`src/rtl/genesis_pad_responder.sv`:
```
`default_nettype none
// ============================================================================
// Module      : genesis_pad_responder
// Description : Controller-side Sega Genesis DB9 pad responder. It answers the
//               host select line with the 3-button or 6-button protocol.
// Revision    : 1.0 - initial release
// ============================================================================
module genesis_pad_responder #(
  parameter int SIX_BUTTON     = 1,
  parameter int TIMEOUT_CYCLES = 4688,
  parameter int TW             = 13
) (
  input  logic       clk,
  input  logic       reset,
  input  logic [7:0] buttons,
  input  logic [3:0] buttons_ext,
  input  logic       sel,
  output logic       pin0,
  output logic       pin1,
  output logic       pin2,
  output logic       pin3,
  output logic       pin5,
  output logic       pin8,
  output logic [2:0] low_count
);

  typedef enum logic [2:0] {
    N_HIGH   = 3'd0,
    N_LOW    = 3'd1,
    Z_LOW    = 3'd2,
    EXT_HIGH = 3'd3,
    O_LOW    = 3'd4
  } pad_mode_e;

  localparam logic [TW-1:0] TMO_LAST = TW'(TIMEOUT_CYCLES - 1);

  logic          sel_meta_q;
  logic          sel_s_q;
  logic          sel_d_q;
  logic [7:0]    btn_q;
  logic [3:0]    ext_q;
  logic [2:0]    cnt_q;
  logic [2:0]    cnt_d;
  logic [TW-1:0] tmo_q;
  logic [TW-1:0] tmo_d;
  logic [5:0]    pins_q;
  logic [5:0]    pins_d;
  logic          fe;
  logic          re;
  logic          expire;
  pad_mode_e     pad_mode;

  assign fe     = sel_d_q & ~sel_s_q;
  assign re     = ~sel_d_q & sel_s_q;
  assign expire = (tmo_q == TMO_LAST);

  // Expiry clears the count first, so a falling edge on that cycle lands on 1.
  always_comb begin
    tmo_d = tmo_q;
    cnt_d = cnt_q;
    if (fe || re) begin
      tmo_d = '0;
    end else if (!expire) begin
      tmo_d = tmo_q + 1'b1;
    end
    if (expire) begin
      cnt_d = 3'd0;
    end
    if (fe && (cnt_d != 3'd4)) begin
      cnt_d = cnt_d + 3'd1;
    end
  end

  // The pins follow the updated count so the edge and its data change together.
  always_comb begin
    pad_mode = sel_s_q ? N_HIGH : N_LOW;
    if (SIX_BUTTON != 0) begin
      if (sel_s_q) begin
        if (cnt_d == 3'd3) pad_mode = EXT_HIGH;
      end else if (cnt_d == 3'd3) begin
        pad_mode = Z_LOW;
      end else if (cnt_d == 3'd4) begin
        pad_mode = O_LOW;
      end
    end

    // Bit order: {pin8, pin5, pin3, pin2, pin1, pin0}
    pins_d = 6'h3F;
    case (pad_mode)
      N_HIGH:   pins_d = {~btn_q[6], ~btn_q[5], ~btn_q[3], ~btn_q[2], ~btn_q[1], ~btn_q[0]};
      N_LOW:    pins_d = {~btn_q[7], ~btn_q[4], 2'b00, ~btn_q[1], ~btn_q[0]};
      Z_LOW:    pins_d = {~btn_q[7], ~btn_q[4], 4'b0000};
      EXT_HIGH: pins_d = {~btn_q[6], ~btn_q[5], ~ext_q[3], ~ext_q[0], ~ext_q[1], ~ext_q[2]};
      O_LOW:    pins_d = {~btn_q[7], ~btn_q[4], 4'b1111};
      default:  pins_d = 6'h3F;
    endcase
  end

  always_ff @(posedge clk or negedge reset) begin
    if (!reset) begin
      sel_meta_q <= 1'b1;
      sel_s_q    <= 1'b1;
      sel_d_q    <= 1'b1;
      btn_q      <= 8'h00;
      ext_q      <= 4'h0;
      cnt_q      <= 3'd0;
      tmo_q      <= '0;
      pins_q     <= 6'h3F;
    end else begin
      sel_meta_q <= sel;
      sel_s_q    <= sel_meta_q;
      sel_d_q    <= sel_s_q;
      btn_q      <= buttons;
      ext_q      <= buttons_ext;
      cnt_q      <= cnt_d;
      tmo_q      <= tmo_d;
      pins_q     <= pins_d;
    end
  end

  assign pin0      = pins_q[0];
  assign pin1      = pins_q[1];
  assign pin2      = pins_q[2];
  assign pin3      = pins_q[3];
  assign pin5      = pins_q[4];
  assign pin8      = pins_q[5];
  assign low_count = cnt_q;

endmodule
`default_nettype wire

```
`config.mk`:
```
export PLATFORM = sky130hd
export DESIGN_NAME = genesis_pad_responder
export DESIGN_NICKNAME = d
export VERILOG_FILES = /design/src/rtl/genesis_pad_responder.sv
export SDC_FILE = /design/constraint.sdc
export NUM_CORES = 1
export LEC_CHECK = 0
export CAP_MARGIN = 25
export CELL_PAD_IN_SITES_DETAIL_PLACEMENT = 0
export CELL_PAD_IN_SITES_GLOBAL_PLACEMENT = 1
export CORE_MARGIN = 2
export CORE_UTILIZATION = 39
export DETAILED_ROUTE_END_ITERATION = 8
export PLACE_DENSITY_LB_ADDON = 0.1
export SYNTH_ARGS = -nofsm -noshare
export SYNTH_HDL_FRONTEND = slang
export SYNTH_SLANG_ARGS = --single-unit
```
`constraint.sdc`:
```
create_clock -name clk -period 2.65 [get_ports clk]
set_input_delay 0.795 -clock clk [delete_from_list [all_inputs] [get_ports clk]]
set_output_delay 0.795 -clock clk [all_outputs]
set_load 0.02 [all_outputs]
```
-- Yosys cells after proc, flatten, opt, wreduce, memory -nomap -nowiden
Cells that the tools add are included.
- bits in latches: 0
- bits in writable memories: 0
- bits in read-only memories: 0
- memories: 0
- input bits: 15
- flip-flop bits (word level): 37
- output and inout bits: 9
- multiply operators: 0
- order comparisons: 0
- reduce and logical (&&, ||, !) cells: 3
- bitwise logic cells: 16
- muxes and demuxes: 10
- divide/modulo/power cells: 0
- eq/ne operators: 9
- add/sub/neg operators: 2
- shift-type cells: 0
- operators by type and width (operator ; count):
    case mux 6 bit (5 select lines) ; 1
    two-way mux 13 bit ; 2
    two-way mux 3 bit ; 5
    NOT 1 bit ; 14
    adder 13 x 1 -> 13 bit (second input constant) ; 1
    equality test 13 bit (second input constant) ; 1
    equality test 3 x 2 -> 1 bit (second input constant) ; 3
    equality test 3 bit (second input constant) ; 2
    adder 3 x 1 -> 3 bit (second input constant) ; 1
    equality test 3 x 1 -> 1 bit (second input constant) ; 1
    logical NOT 3 bit ; 1
    != test 3 bit (second input constant) ; 1
    bitwise AND 1 bit ; 2
    two-way mux 2 bit ; 1
    != test 2 x 1 -> 1 bit (second input constant) ; 1
    logical AND 1 bit ; 1
    logical OR 1 bit ; 1
    two-way mux 1 bit ; 1

-- Logic depth before layout (Yosys ltp)
Gate-level depths: netlist of the first run.
- depth after elaboration: 11
- gate-level depth with buffers: 11
- mapped depth without buffers: 10

-- Worst setup path before layout of the first run
OpenSTA, ideal clock, no wires.
- kind: reg-to-reg
- start: register tmo_q[0]
- end: register pins_q[0]
- data arrival time: 2537 ps
- buffers on the path: 1
- library setup time: 94 ps
- required time: 2556 ps
- slack: 19 ps
- cell stages (with the launch flop): 11
- clock period less this slack: 2631 ps
- path through: dfrtp_1 -> ha_1 -> and4b_1 -> nand3_2 -> buf_2 -> and2_1 -> ha_1 -> or2_0 -> a211o_1 -> a31o_1 -> o311ai_2
- longest elaborated chain between the ends: 11
- elaborated cells between the ends (all ways): 18
- classes of those cells: add/sub (1); eq/ne (8); mux (7); reduce/logical (2)
- ends and longest elaborated chain (item ; RTL line ; source):
    start, declared ; 44 ; logic [TW-1:0] tmo_q;
    start signal, assigned ; 116 ; tmo_q <= tmo_d;
    equality test 13 bit * ; 55 ; assign expire = (tmo_q == TMO_LAST);
    two-way mux 3 bit * ; 66 ; if (expire) begin
    parallel branches: the longest is 2 deep, another holds adder 3 x 1 -> 3 bit ; n/a ;
    two-way mux 3 bit * ; 69 ; if (fe && (cnt_d != 3'd4)) begin
    equality test 3 bit ; 82 ; end else if (cnt_d == 3'd4) begin
    two-way mux 3 bit ; 82 ;
    two-way mux 3 bit ; 80 ; end else if (cnt_d == 3'd3) begin
    two-way mux 3 bit * ; 78 ; if (sel_s_q) begin
    equality test 3 bit, or another cell as far along ; 89 ; case (pad_mode)
    case mux 6 bit (5 select lines) * ; 89 ;
    named net pins_d[0] ; 47 ; logic [5:0] pins_d;
    end signal, assigned ; 117 ; pins_q <= pins_d;
    end, declared ; 46 ; logic [5:0] pins_q;
Mark *: on every way through the listed nets, which the timed path passes.
A chain may end at the register's enable or synchronous reset.

-- Worst setup path in the final report of the first run
Same ends and word-level chain as after synthesis.

==> results.sh, run 1 <==
export IMPL_yosysMostFrequentCell="dfrtp_1"
export IMPL_synth_top_family_by_area="simple AND/OR/NAND/NOR gates"
export IMPL_finalHoldViolCount=0
export IMPL_total_power_w=0.00168
export IMPL_antenna_found_initial=0
export IMPL_placedCellCount=212
export IMPL_ir_drop_mv=0.328
export IMPL_cts_buffers=5
export IMPL_viasPerCell=5.17
export IMPL_r2r_cells=10
export IMPL_gp_congestion=0.739
export IMPL_min_path_cells=0
export IMPL_drv_cap=0
export IMPL_min_period_ns=2.47
export IMPL_dr_pass1_iters=4
export IMPL_p_leak_nw=0.903
export IMPL_wl_met2_mm=1.60
export IMPL_synth_simple_area_share_pct=18.9
export IMPL_grt_max_degree=38
export IMPL_syn_instance_count=136
export IMPL_hold_class="reg2reg"
export IMPL_core_area_um2=4060
export IMPL_muxShareOfSynthArea_pct=2.39
export IMPL_clockRootBuffer="clkbuf_8"
export IMPL_fin_cells=223
export IMPL_critPathCaptureType="flop"
export IMPL_syn_nets=155
export IMPL_synth_edf_count=0
export IMPL_clk_pin_slew_ns=0.07
export IMPL_fmaxAchievable_mhz=405
export IMPL_row_count=23
export IMPL_slew_headroom_pct=69.9
export IMPL_yosysSeqAreaShare_pct=55.9
export IMPL_routed_top_layer="met4"
export IMPL_synthArstFlopShare_pct=100
export IMPL_n_antenna_cell=0
export IMPL_cp_start_kind="flop"
export IMPL_n_fill_cell=355
export IMPL_pin_count=24
export IMPL_rrSetupSlack_ns=0.18
export IMPL_ys_warn_count=0
export IMPL_fin_skew_ns=0.00915
export IMPL_hold_path_end="sel_s_q"
export IMPL_die_h_um=69.6
export IMPL_r2r_start="tmo_q[0]"
export IMPL_wl_met1_mm=1.39
export IMPL_insertion_delay_ns=0.29
export IMPL_required_ns=2.84
export IMPL_tightest_slew_ns=0.445
export IMPL_grt_pass1_vias=1120
export IMPL_fin_util_pct=53.0
export IMPL_status="complete, no violations"
export IMPL_ys_types=44
export IMPL_wl_met3_um=104
export IMPL_syn_area_um2=1680
export IMPL_yosys_top_cells_count="28 x dfrtp_1, 11 x and2_1, 9 x dfstp_2, 9 x xnor2_1, 8 x nand2_1"
export IMPL_wl_per_cell_um=14.1
export IMPL_r2r_end="pins_q[0]"
export IMPL_holdWs_ns=0.358
export IMPL_synth_ff_type="dfrtp_1"
export IMPL_postRouteWirelength_mm=3.15
export IMPL_postRouteAntennaNets=0
export IMPL_drc_errors=0
export IMPL_power_density_nw_per_um2=782
export IMPL_fin_nets=191
export IMPL_synth_area_leaders="dfrtp_1 42%, dfstp_2 14%, xnor2_1 4.7%, and2_1 4.1%, ha_1 3.0%"
export IMPL_min_period_over_period_pct=93.1
export IMPL_vias=1153
export IMPL_clockBufferDepth=2
export IMPL_grt_overflow_total=0
export IMPL_slew_viol_final=0
export IMPL_finalSetupTns_ns=0
export IMPL_yosys_area_top_type="dfrtp_1"
export IMPL_drive_gt1_share_pct=22.0
export IMPL_grt_pass1_wl_mm=5.48
export IMPL_yosysTopAreaCellShare_pct=41.8
export IMPL_area_growth_syn_to_layout_pct=28.3
export IMPL_rsz0062_at_grt="no"
export IMPL_die_area_um2=4840
export IMPL_syn_avg_cell_area_um2=12.3
export IMPL_drtIter0Drc=41
export IMPL_tritoncts="done"
export IMPL_path_class="reg2reg"
export IMPL_worstPathMaxFanout=7
export IMPL_clock_sinks=37
export IMPL_synth_compound_area_share_pct=12.4
export IMPL_die_width_um=69.6
export IMPL_hpwlAfterDp_mm=2.23
export IMPL_synth_xor_area_share_pct=5.22
export IMPL_initial_core_util_pct=41.4
export IMPL_portBuffers=23
export IMPL_ys_seq_elements=37
export IMPL_grtUsageTotal_pct=14.6
export IMPL_min_from="sel_meta_q"
export IMPL_arrival_ns=2.66
export IMPL_synth_adder_area_share_pct=2.98
export IMPL_htreeDepth=2
export IMPL_finalSetupViolations=0
==> through the flow <==
step / instance area (µm²) / setup slack [ns]
CTS: 2120 / 0.0207
global placement: 2000 / 0.152
global route: 2150 / 0.0171
floorplan: 1680 / 0.0188
finish: 2150 / 0.182
detailed placement: 2000 / 0.0339
==> cells in the final DEF (no fill, tap or decap), types with 4 or more instances in the layout <==
cell / count
a31oi_1: 4
dfstp_2: 9
and2_1: 11
nand2_1: 8
clkbuf_8: 6
xnor2_1: 9
clkdlybuf4s50_1: 23
nand3_1: 4
inv_1: 5
buf_4: 9
mux2i_1: 4
dfrtp_1: 28
==> metal layers <==
layer,global-route usage (%),up-vias
met3,3.92,7
met2,24.0,17
met5,0,-
met4,6.54,0
li1,-,560
met1,17.9,569
==> timing repair <==
action	4_1_cts	5_1_grt
resized for setup	0	4
buffers inserted	0	3
setup endpoints to repair	0	4
hold buffers	0	0
==> kinds of logic after synthesis <==
kind of cell,count (synthesis)
AND/OR/NAND/NOR,48
flip-flops,37
AO/OA/AOI/OAI,25
XOR/XNOR,10
buffers and inverters,8
multiplexers,4
adder cells (fa/ha/maj),4
==> flip-flops by register name, summed over array words and instances (netlist names) <==
register,flops
low_count,3
sel_s_q,1
sel_d_q,1
ext_q,4
sel_meta_q,1
tmo_q,13
btn_q,8
pins_q,6
==> worst max path at each step <==
stage | start | to | slack, ns | cells after the start
final | tmo_q[0] | pins_q[0] | 0.18 | 10
after global routing | tmo_q[1] | pins_q[2] | 0.02 | 9
after CTS | tmo_q[0] | pins_q[1] | 0.02 | 9
after detailed placement | tmo_q[0] | pins_q[1] | 0.03 | 9
after global placement | tmo_q[0] | pins_q[0] | 0.15 | 9
after floorplan | tmo_q[0] | pins_q[0] | 0.02 | 10
==> worst max-delay path, stage by stage, from the launching register on <==
cell	delay (ns)
dfrtp_1	0.40
ha_2	0.21
and4b_2	0.27
nand3_4	0.11
and2_1	0.16
inv_1	0.05
ha_2	0.20
nand3b_1	0.16
a211o_1	0.36
a31o_1	0.22
o311ai_2	0.24
==> power breakdown <==
group / switching [W] / internal [W]
logic: 0.000223 / 0.000243
clock network: 0.000199 / 0.000306
registers: 0.0000624 / 0.000651
total: 0.000484 / 0.00120
==> cell type report <==
cell class / count / area (µm²) / share of cell area [%]
Clock buffer: 6 / 82.6 / 3.84
Clock inverter: 2 / 37.5 / 1.74
Inverter: 5 / 18.8 / 0.872
Multi-Input combinational cell: 91 / 716 / 33.3
Sequential cell: 37 / 937 / 43.5
Tap cell: 50 / 62.6 / 2.91
Timing Repair Buffer: 32 / 298 / 13.8
Power figures use the tool's default switching activity.
==> run 2, diff against run 1 <==
PLACE_DENSITY_LB_ADDON = 0.15   (was 0.1)
==> run 2 against run 1 <==
  * Clock power down 0.8%
  * Count of clock-buffer cells in the layout unchanged
  * Sequential share of layout area up 0.75 points
  * Clock skew down 0.0064 ns
  * Critical path depth is 1 lower
  * Cell count down 1.3%
  * Hold slack better by 0.00089 ns
  * Die area unchanged
  * Critical endpoint is now pins_q[2]
  * Sequential cell count stayed put
  * Highest routed layer unchanged
  * Global-route usage decreased by 0.66 points
  * Maximum frequency decreased by 0.20%
==> results.sh, run 2 (synthesized netlist as in run 1, its figures left out) <==
export IMPL_setup_worst_path_start="tmo_q[1]"
export IMPL_r2r_cells=9
export IMPL_place_area_um2=1980
export IMPL_regMostFlops="tmo_q"
export IMPL_postRouteAntennaNets=0
export IMPL_setup_ws_ns=0.177
export IMPL_area_growth_syn_to_layout_pct=26.1
export IMPL_power_density_nw_per_um2=788
export IMPL_fin_area_um2=2120
export IMPL_drtIter0Drc=29
export IMPL_reg_top3="tmo_q x13, btn_q x8, pins_q x6"
export IMPL_r2r_end="pins_q[2]"
export IMPL_grtUsageTotal_pct=13.9
export IMPL_die_area_um2=4840
export IMPL_path_class="reg2reg"
export IMPL_antenna_found_initial=0
export IMPL_total_power_w=0.00167
export IMPL_drive_gt1_share_pct=21.2
export IMPL_grt_pass1_wl_mm=5.27
export IMPL_cp_start_kind="flop"
export IMPL_tightest_slew_ns=0.783
export IMPL_initial_core_util_pct=41.4
export IMPL_place_ws_ns=0.130
export IMPL_n_fill_cell=349
export IMPL_clk_pin_slew_ns=0.07
export IMPL_hpwlAfterDp_mm=2.16
export IMPL_finalSetupTns_ns=0
export IMPL_largest_register_ffs=13
export IMPL_critPathCaptureType="flop"
export IMPL_insertion_delay_ns=0.29
export IMPL_slew_viol_final=0
export IMPL_fin_skew_ns=0.00277
export IMPL_die_width_um=69.6
export IMPL_n_antenna_cell=0
export IMPL_final_common_cell="dfrtp_1"
export IMPL_pin_count=24
export IMPL_dr_pass1_iters=4
export IMPL_fmaxAchievable_mhz=404
export IMPL_clock_sinks=37
export IMPL_clockBufferDepth=2
export IMPL_min_period_over_period_pct=93.3
export IMPL_portBuffers=23
export IMPL_rsz0062_at_grt="no"
export IMPL_drv_cap=0
export IMPL_fin_nets=188
export IMPL_drc_errors=0
export IMPL_row_count=23
export IMPL_rrSetupSlack_ns=0.18
export IMPL_grt_overflow_total=0
export IMPL_ir_drop_mv=0.270
export IMPL_arrival_ns=2.68
export IMPL_clockRootBuffer="clkbuf_8"
export IMPL_required_ns=2.85
export IMPL_slew_headroom_pct=47.8
export IMPL_gp_congestion=0.748
export IMPL_grt_max_degree=38
export IMPL_finalHoldViolCount=0
export IMPL_grt_pass1_vias=1129
export IMPL_min_period_ns=2.47
export IMPL_worstPathMaxFanout=6
export IMPL_htreeDepth=2
export IMPL_multiInputGateArea_um2=707
export IMPL_tritoncts="done"
export IMPL_status="complete, no violations"
export IMPL_cts_buffers=5
export IMPL_crit_end="pins_q[2]"
export IMPL_finalSetupViolations=0
export IMPL_viasPerCell=5.25
export IMPL_r2r_start="tmo_q[1]"
export IMPL_hold_class="reg2reg"
export IMPL_die_h_um=69.6
export IMPL_p_leak_nw=0.888
export IMPL_wl_per_cell_um=13.5
export IMPL_postRouteWirelength_mm=2.96
export IMPL_fin_util_pct=52.1
export IMPL_core_area_um2=4060
export IMPL_seqCellArea_um2=937
export IMPL_ctsHoldBuffers=0
export IMPL_vias=1154
export IMPL_mostFrequentLayoutCells="28 x dfrtp_1, 22 x clkdlybuf4s50_1, 11 x and2_1"
run 2: per-stage QoR:
| stage | instances | hold slack (ns) |
|---|---|---|
| after CTS | 218 | 0.363 |
| after floorplan | 136 | 0.345 |
| after global placement | 210 | 0.346 |
| after global routing | 220 | 0.367 |
| after detailed placement | 210 | 0.352 |
| final | 220 | 0.359 |
run 2: worst min path at each step:
| stage | from | end | slack, ns | cells past startpoint |
|---|---|---|---|---|
| 2_1_floorplan | sel_meta_q | sel_s_q | 0.35 | 0 |
| 3_3_place_gp | sel_meta_q | sel_s_q | 0.35 | 0 |
| 3_5_place_dp | sel_meta_q | sel_s_q | 0.35 | 0 |
| 4_1_cts | sel_meta_q | sel_s_q | 0.36 | 0 |
| 5_1_grt | sel_meta_q | sel_s_q | 0.37 | 0 |
| 6_report | sel_meta_q | sel_s_q | 0.36 | 0 |
run 2: repair_timing:
action                                  CTS  global route
gates resized for setup                   0             3
setup buffers                             0             2
endpoints found under the setup margin    0             4
run 2: final cells by class:
| cell class | instances | share of cell area (%) |
|---|---|---|
| Tap cell | 50 | 2.96 |
| Clock inverter | 2 | 1.77 |
| Timing Repair Buffer | 29 | 12.8 |
| Multi-Input combinational cell | 91 | 33.4 |
| Clock buffer | 6 | 3.90 |
| Sequential cell | 37 | 44.3 |
| Inverter | 5 | 0.887 |
run 2: power by group:
group / switching (W) / internal (W)
Combinational: 0.000218 / 0.000236
Sequential: 0.0000606 / 0.000651
Clock: 0.000195 / 0.000306
Total: 0.000474 / 0.00119
run 2: critical path, stage by stage, from the launching register on:
cell and delay [ns]:
dfrtp_1 0.39, ha_1 0.21, and4b_2 0.29, nand3_2 0.12
and2_1 0.19, ha_1 0.30, nand2_1 0.10, o2111a_2 0.31
or3_1 0.31, o221ai_1 0.18
run 2: per-layer routing:
metal	up-vias	part of all wire, %	global-route usage [%]
li1	562	-	-
met1	571	45	17.6
met2	15	50	22.1
met3	6	2.9	4.36
met4	0	2.0	5.88
met5	-	0	0
